===== src/rtl/tile_pkg.sv =====
// Shared types and constants for the tile hit judge.
// Lane keycodes, coordinate width and game state encoding.
package tile_pkg;

  localparam int COORD_W   = 10;
  localparam int NUM_LANES = 4;

  localparam logic [10:0] HIT_Y_MIN_D   = 11'd380;
  localparam logic [10:0] HIT_Y_MAX_D   = 11'd479;
  localparam logic [1:0]  START_LIVES_D = 2'd3;

  localparam logic [7:0] KEY_L0 = 8'h04;
  localparam logic [7:0] KEY_L1 = 8'h16;
  localparam logic [7:0] KEY_L2 = 8'h07;
  localparam logic [7:0] KEY_L3 = 8'h09;

  typedef enum logic [1:0] {
    WAIT_START,
    PLAY,
    OVER
  } state_e;

endpackage


===== src/rtl/tile_hit_judge_lane_judge.sv =====
// Per-lane hit-zone tracker: judges presses and detects
// tiles that leave the zone without being played.
module lane_judge
  import tile_pkg::*;
#(
  parameter logic [10:0] Y_MIN = HIT_Y_MIN_D,
  parameter logic [10:0] Y_MAX = HIT_Y_MAX_D
) (
  input  logic               clk,
  input  logic               rst,
  input  logic [COORD_W-1:0] y,
  input  logic [COORD_W-1:0] s,
  input  logic               press,
  input  logic               play_en,
  output logic               hit,
  output logic [1:0]         miss
);

  logic [10:0] bot_y;
  logic [10:0] top_y;
  logic        in_zone_now;
  logic        wrong;
  logic        exit_miss;
  logic        in_zone_q, in_zone_d;
  logic        judged_q, judged_d;

  always_comb begin
    bot_y = {1'b0, y} + {1'b0, s};
    top_y = (y >= s) ? {1'b0, y - s} : 11'd0;
    in_zone_now = (bot_y >= Y_MIN) && (top_y <= Y_MAX);
    hit   = play_en && press && in_zone_now && !judged_q;
    wrong = play_en && press && (!in_zone_now || judged_q);
    exit_miss = play_en && in_zone_q && !in_zone_now
                && !judged_q;
    // a wrong press and an unplayed exit are separate misses
    miss = {1'b0, wrong} + {1'b0, exit_miss};
    in_zone_d = in_zone_now;
    judged_d  = judged_q;
    if (!in_zone_now) begin
      judged_d = 1'b0;
    end else if (hit) begin
      judged_d = 1'b1;
    end
  end

  always_ff @(posedge clk or posedge rst) begin
    if (rst) begin
      in_zone_q <= 1'b0;
      judged_q  <= 1'b0;
    end else begin
      in_zone_q <= in_zone_d;
      judged_q  <= judged_d;
    end
  end

endmodule


===== src/rtl/tile_hit_judge.sv =====
// Game judge: key edge detect, FSM, score and lives.
// Build with TILE_COMBO_EN to enable the combo multiplier.
module tile_hit_judge
  import tile_pkg::*;
#(
  parameter logic [10:0] HIT_Y_MIN   = HIT_Y_MIN_D,
  parameter logic [10:0] HIT_Y_MAX   = HIT_Y_MAX_D,
  parameter logic [1:0]  START_LIVES = START_LIVES_D
) (
  input  logic        frame_clk,
  input  logic        Reset,
  input  logic [7:0]  keycode,
  input  logic [39:0] TileY,
  input  logic [39:0] TileS,
  output logic [15:0] Score,
  output logic [1:0]  Lives,
  output logic        GameOver,
  output logic        Playing,
  output logic [3:0]  HitFlash,
  output logic [7:0]  Combo
);

  state_e      state_q, state_d;
  logic [7:0]  prev_key_q, prev_key_d;
  logic [15:0] score_q, score_d;
  logic [1:0]  lives_q, lives_d;
  logic [3:0]  flash_q, flash_d;

  logic [3:0]  key_hit;
  logic [3:0]  press_lane;
  logic        play_en;
  logic [3:0]  hits;
  logic [3:0][1:0] miss_n;
  logic [3:0]  miss_sum;
  logic [15:0] incr;
  logic [16:0] score_sum;

  always_comb begin
    key_hit[0] = (keycode == KEY_L0);
    key_hit[1] = (keycode == KEY_L1);
    key_hit[2] = (keycode == KEY_L2);
    key_hit[3] = (keycode == KEY_L3);
    press_lane = (keycode != prev_key_q) ? key_hit : 4'b0;
  end

  assign play_en = (state_q == PLAY);

  for (genvar n = 0; n < NUM_LANES; n++) begin : g_lane
    lane_judge #(
      .Y_MIN(HIT_Y_MIN),
      .Y_MAX(HIT_Y_MAX)
    ) u_lane (
      .clk    (frame_clk),
      .rst    (Reset),
      .y      (TileY[10*n +: COORD_W]),
      .s      (TileS[10*n +: COORD_W]),
      .press  (press_lane[n]),
      .play_en(play_en),
      .hit    (hits[n]),
      .miss   (miss_n[n])
    );
  end

  always_comb begin
    miss_sum = 4'd0;
    for (int i = 0; i < NUM_LANES; i++) begin
      miss_sum = miss_sum + {2'b0, miss_n[i]};
    end
  end

`ifdef TILE_COMBO_EN
  logic [7:0] combo_q, combo_d;
  logic [7:0] combo_step;

  always_comb begin
    combo_step = combo_q >> 3;
    if (combo_step > 8'd3) begin
      combo_step = 8'd3;
    end
    incr = 16'd1 + {8'd0, combo_step};
    combo_d = combo_q;
    unique case (state_q)
      WAIT_START: if (|press_lane) combo_d = 8'd0;
      PLAY: begin
        if (|miss_sum) begin
          combo_d = 8'd0;
        end else if (|hits && combo_q != 8'hFF) begin
          combo_d = combo_q + 8'd1;
        end
      end
      default: combo_d = combo_q;
    endcase
  end

  always_ff @(posedge frame_clk or posedge Reset) begin
    if (Reset) combo_q <= 8'd0;
    else       combo_q <= combo_d;
  end

  assign Combo = combo_q;
`else
  assign incr  = 16'd1;
  assign Combo = 8'd0;
`endif

  assign score_sum = {1'b0, score_q} + {1'b0, incr};

  always_comb begin
    state_d    = state_q;
    prev_key_d = keycode;
    score_d    = score_q;
    lives_d    = lives_q;
    flash_d    = flash_q;
    unique case (state_q)
      WAIT_START: begin
        flash_d = 4'b0;
        if (|press_lane) begin
          state_d = PLAY;
          score_d = 16'd0;
          lives_d = START_LIVES;
        end
      end
      PLAY: begin
        flash_d = hits;
        if (|hits) begin
          score_d = score_sum[16] ? 16'hFFFF
                                  : score_sum[15:0];
        end
        if ({2'b0, lives_q} > miss_sum) begin
          lives_d = lives_q - miss_sum[1:0];
        end else begin
          lives_d = 2'd0;
        end
        if (lives_d == 2'd0) begin
          state_d = OVER;
        end
      end
      OVER: state_d = OVER;
      default: state_d = WAIT_START;
    endcase
  end

  always_ff @(posedge frame_clk or posedge Reset) begin
    if (Reset) begin
      state_q    <= WAIT_START;
      prev_key_q <= 8'd0;
      score_q    <= 16'd0;
      lives_q    <= START_LIVES;
      flash_q    <= 4'b0;
    end else begin
      state_q    <= state_d;
      prev_key_q <= prev_key_d;
      score_q    <= score_d;
      lives_q    <= lives_d;
      flash_q    <= flash_d;
    end
  end

  assign Score    = score_q;
  assign Lives    = lives_q;
  assign GameOver = (state_q == OVER);
  assign Playing  = (state_q == PLAY);
  assign HitFlash = flash_q;

endmodule

===== config.mk =====
export PLATFORM = sky130hd
export DESIGN_NAME = tile_hit_judge
export DESIGN_NICKNAME = d
export VERILOG_FILES = /design/src/rtl/tile_pkg.sv /design/src/rtl/tile_hit_judge_lane_judge.sv /design/src/rtl/tile_hit_judge.sv
export SDC_FILE = /design/constraint.sdc
export NUM_CORES = 1
export LEC_CHECK = 0
export ABC_AREA = 0
export CORE_UTILIZATION = 57
export CTS_BUF_LIST = sky130_fd_sc_hd__clkbuf_8 sky130_fd_sc_hd__clkbuf_16
export CTS_CLUSTER_SIZE = 8
export DETAILED_ROUTE_END_ITERATION = 8
export HOLD_SLACK_MARGIN = 0.12
export PLACE_DENSITY = 0.95
export SETUP_SLACK_MARGIN = 0.1
export SYNTH_ARGS = -nofsm -noshare
export SYNTH_HDL_FRONTEND = slang
export SYNTH_SLANG_ARGS = --single-unit

===== constraint.sdc =====
create_clock -name frame_clk -period 7.66 [get_ports frame_clk]
set_clock_uncertainty 0.15 [all_clocks]
set_input_delay 1.532 -clock frame_clk [delete_from_list [all_inputs] [get_ports frame_clk]]
set_output_delay 1.532 -clock frame_clk [all_outputs]
set_load 0.05 [all_outputs]

==> flow_summary_export.csv <==
group,metric,value,unit
run_status,status,"complete, no violations",
drt,vias_per_cell,5.86,
timing,fin_crit,7.61,ns
placed_design,hpwl,11.6,mm
logic_synthesis,yosysWarnings,0,
worst_setup_path,rrSetupSlack,2.46,ns
logic_synthesis,synth_area,5840,sq um
worst_setup_path,path_max_fanout,3,
worst_setup_path,crit_type,"input port to register",
die,io-pin-count,122,
timing,slew_headroom,0.557,
global_route,grt_overflow,0,
die,coreArea,9860,sq um
worst_setup_path,r2r_cells,20,
pwr,p_per_area,151,nW/um^2
drt,drtIter0Drc,391,
global_route,grt_pass1_wl,24.8,mm
clock_tree,clock_path_buffers,2,
pwr,power_leakage,3.54,nW
logic_synthesis,yosys_register_bits,40,
timing,finalHoldViolations,0,
pwr,power,0.00119,W
layout,multi_input_area,4610,sq um
layout,final_cells,1024,
drt,dr.pass1.iters,5,
layout,layout_commonest_cell,"clkdlybuf4s50_1",
clock_tree,clock_latency,0.30,ns
drt,route.detailed.drc,0,
worst_setup_path,worstSetupEndpointType,"register",
drt,vias,6005,
clock_tree,cts_root_buf,"clkbuf_8",
layout,fin_nets,1082,
global_route,grt_pass1_vias,5730,
clock_tree,cts_tree,"built",
logic_synthesis,syn_avg_cell_area,7.98,sq um
logic_synthesis,ys_types,79,
drt,wl_per_cell,15.8,um
layout,fin_util,0.797,
worst_setup_path,cp.required,7.70,ns
logic_synthesis,ys_seq_area_frac,0.172,
layout,area_growth,34.7,%
logic_synthesis,synthArstFlopShare,1.00,
clock_tree,htree_levels,2,
die,die_x,103,um
die,core.rowCount,36,
layout,drive_above_1_share,0.162,
worst_setup_path,worstSetupStartpointType,"input port",
layout,seq_area,1000,sq um
logic_synthesis,synth_edf_count,0,
placed_design,post-place-ws,-0.598,ns
layout,nFillCells,609,
clock_tree,clock_sinks,40,
global_route,antenna_found_initial,0,
worst_setup_path,startpoint,"TileY[4]",
die,initial_core_util,0.592,
drt,wirelength,16.2,mm
die,fp.dieH,103,um
job,cap_violations,0,
layout,layout_common_cells,"clkdlybuf4s50_1, inv_1, ha_1",
global_route,grt_start_max_net_pins,41,
min_path,hold_start,"HitFlash[3]",
timing,fmax,131,MHz
logic_synthesis,syn-instance-count,732,
worst_setup_path,worstPathArrival,7.64,ns
pwr,ir_drop,0.139,mV
timing,holdWs,0.338,ns
timing,slew_violations,0,
global_route,grt_usage,0.287,
worst_setup_path,r2r-start,"state_q[1]",
timing,finalWorstSetupSlack,0.0548,ns
clock_tree,cts_made_buffers,5,
timing,timing.final.crit_share,0.993,
placed_design,gp_congestion,0.909,
placed_design,dp.cells,1003,
die,die_area,10700,sq um
logic_synthesis,synth_flop_cell,"dfrtp_1",
timing,tightest_slew,0.664,ns
worst_setup_path,r2r-end,"state_q[0]",
min_path,hold_path_class,"register to register",
drt,ant_nets,0,
placed_design,port_buffers,113,
clock_tree,clkTransAtPathRegs,0.08,ns
worst_setup_path,crit_path_end,"state_q[0]",
timing,finalSetupViolCount,0,
layout,n_antenna_cell,0,
==> power by group <==
part | internal (W) | switching [W] | total (W)
logic | 0.000308 | 0.000440 | 0.000748
clock network | 0.0000982 | 0.0000815 | 0.000180
registers | 0.000240 | 0.0000217 | 0.000261
==> cells in the mapped netlist, types with 13 or more instances <==
cell type,instances,area [sq um]
a21oi_1,51,255
a2bb2oi_1,13,114
clkbuf_1,13,48.8
dfrtp_1,38,951
fa_1,13,260
ha_1,89,1110
inv_1,97,364
nand2_1,38,143
nand3_1,17,85.1
nand4_1,16,100
nor2_1,47,176
nor2b_1,14,87.6
nor3_1,28,140
o21ai_0,37,185
xnor2_1,28,245
==> logic make-up after synthesis <==
family | Yosys count | synth area share
multiplexers | 5 | 0.00900
XOR/XNOR | 35 | 0.0525
other | 1 | 0.000642
flip-flops | 40 | 0.172
AO/OA/AOI/OAI | 200 | 0.238
buffers and inverters | 128 | 0.0939
AND/OR/NAND/NOR | 221 | 0.199
adder cells (fa/ha/maj) | 102 | 0.235
==> cell type report <==
cell class                      instances  share of cell area
Inverter                               97              0.0463
Clock inverter                          3             0.00589
Multi-Input combinational cell        571               0.586
Tap cell                              133              0.0212
Timing Repair Buffer                  175               0.205
Sequential cell                        40               0.128
Clock buffer                            5             0.00875
==> worst min path at each step <==
stage | end | depth (start not counted) | slack (ns)
floorplan | g_lane[2].u_lane.judged_q | 2 | 0.33
global placement | HitFlash[0] | 2 | 0.31
detailed placement | HitFlash[3] | 2 | 0.32
CTS | HitFlash[3] | 2 | 0.34
global route | HitFlash[3] | 2 | 0.37
finish | HitFlash[3] | 2 | 0.34
==> what timing repair did <==
action	CTS	global route
endpoints found under the setup margin	4	4
hold buffers	0	0
gates resized for setup	32	45
pin swaps	23	28
buffers inserted	9	4
==> per-layer routing <==
metal	wire length [um]	up-vias	global-route usage	share of wire
met5	0	-	0	0
met4	597	0	0.103	0.037
met3	737	58	0.0376	0.045
met1	6450	2828	0.332	0.40
met2	8430	232	0.542	0.52
li1	-	2887	-	-
==> per-stage QoR <==
stage                     setup TNS (ns)  instance area, sq um
after floorplan                        0                  5860
after global placement            -0.949                  7350
after detailed placement           -1.68                  7350
after CTS                              0                  7610
after global routing              -0.234                  7870
final                                  0                  7870
==> flip-flops by register name (all words and copies together), names as in the netlist <==
register and cells:
HitFlash 4, prev_key_q 8, g_lane.u_lane.in_zone_q 4, state_q 2, Score 16, Lives 2
g_lane.u_lane.judged_q 4
==> critical path: stages <==
cell and delay, ns:
clkdlybuf4s50_1 0.58, ha_1 0.24, nand2b_1 0.15, a21oi_1 0.09, nor2_1 0.27, o221ai_2 0.17
or4_4 0.54, a311oi_4 0.36, a21oi_2 0.14, nor3_2 0.15, fa_1 0.47, inv_2 0.08
fa_1 0.42, fa_1 0.50, inv_2 0.10, ha_4 0.14, inv_1 0.04, fa_1 0.52
inv_2 0.05, fa_1 0.52, a21oi_2 0.04, o21ai_1 0.14, nor2_2 0.07, buf_4 0.13
o22a_1 0.18
Power figures use the tool's default switching activity.
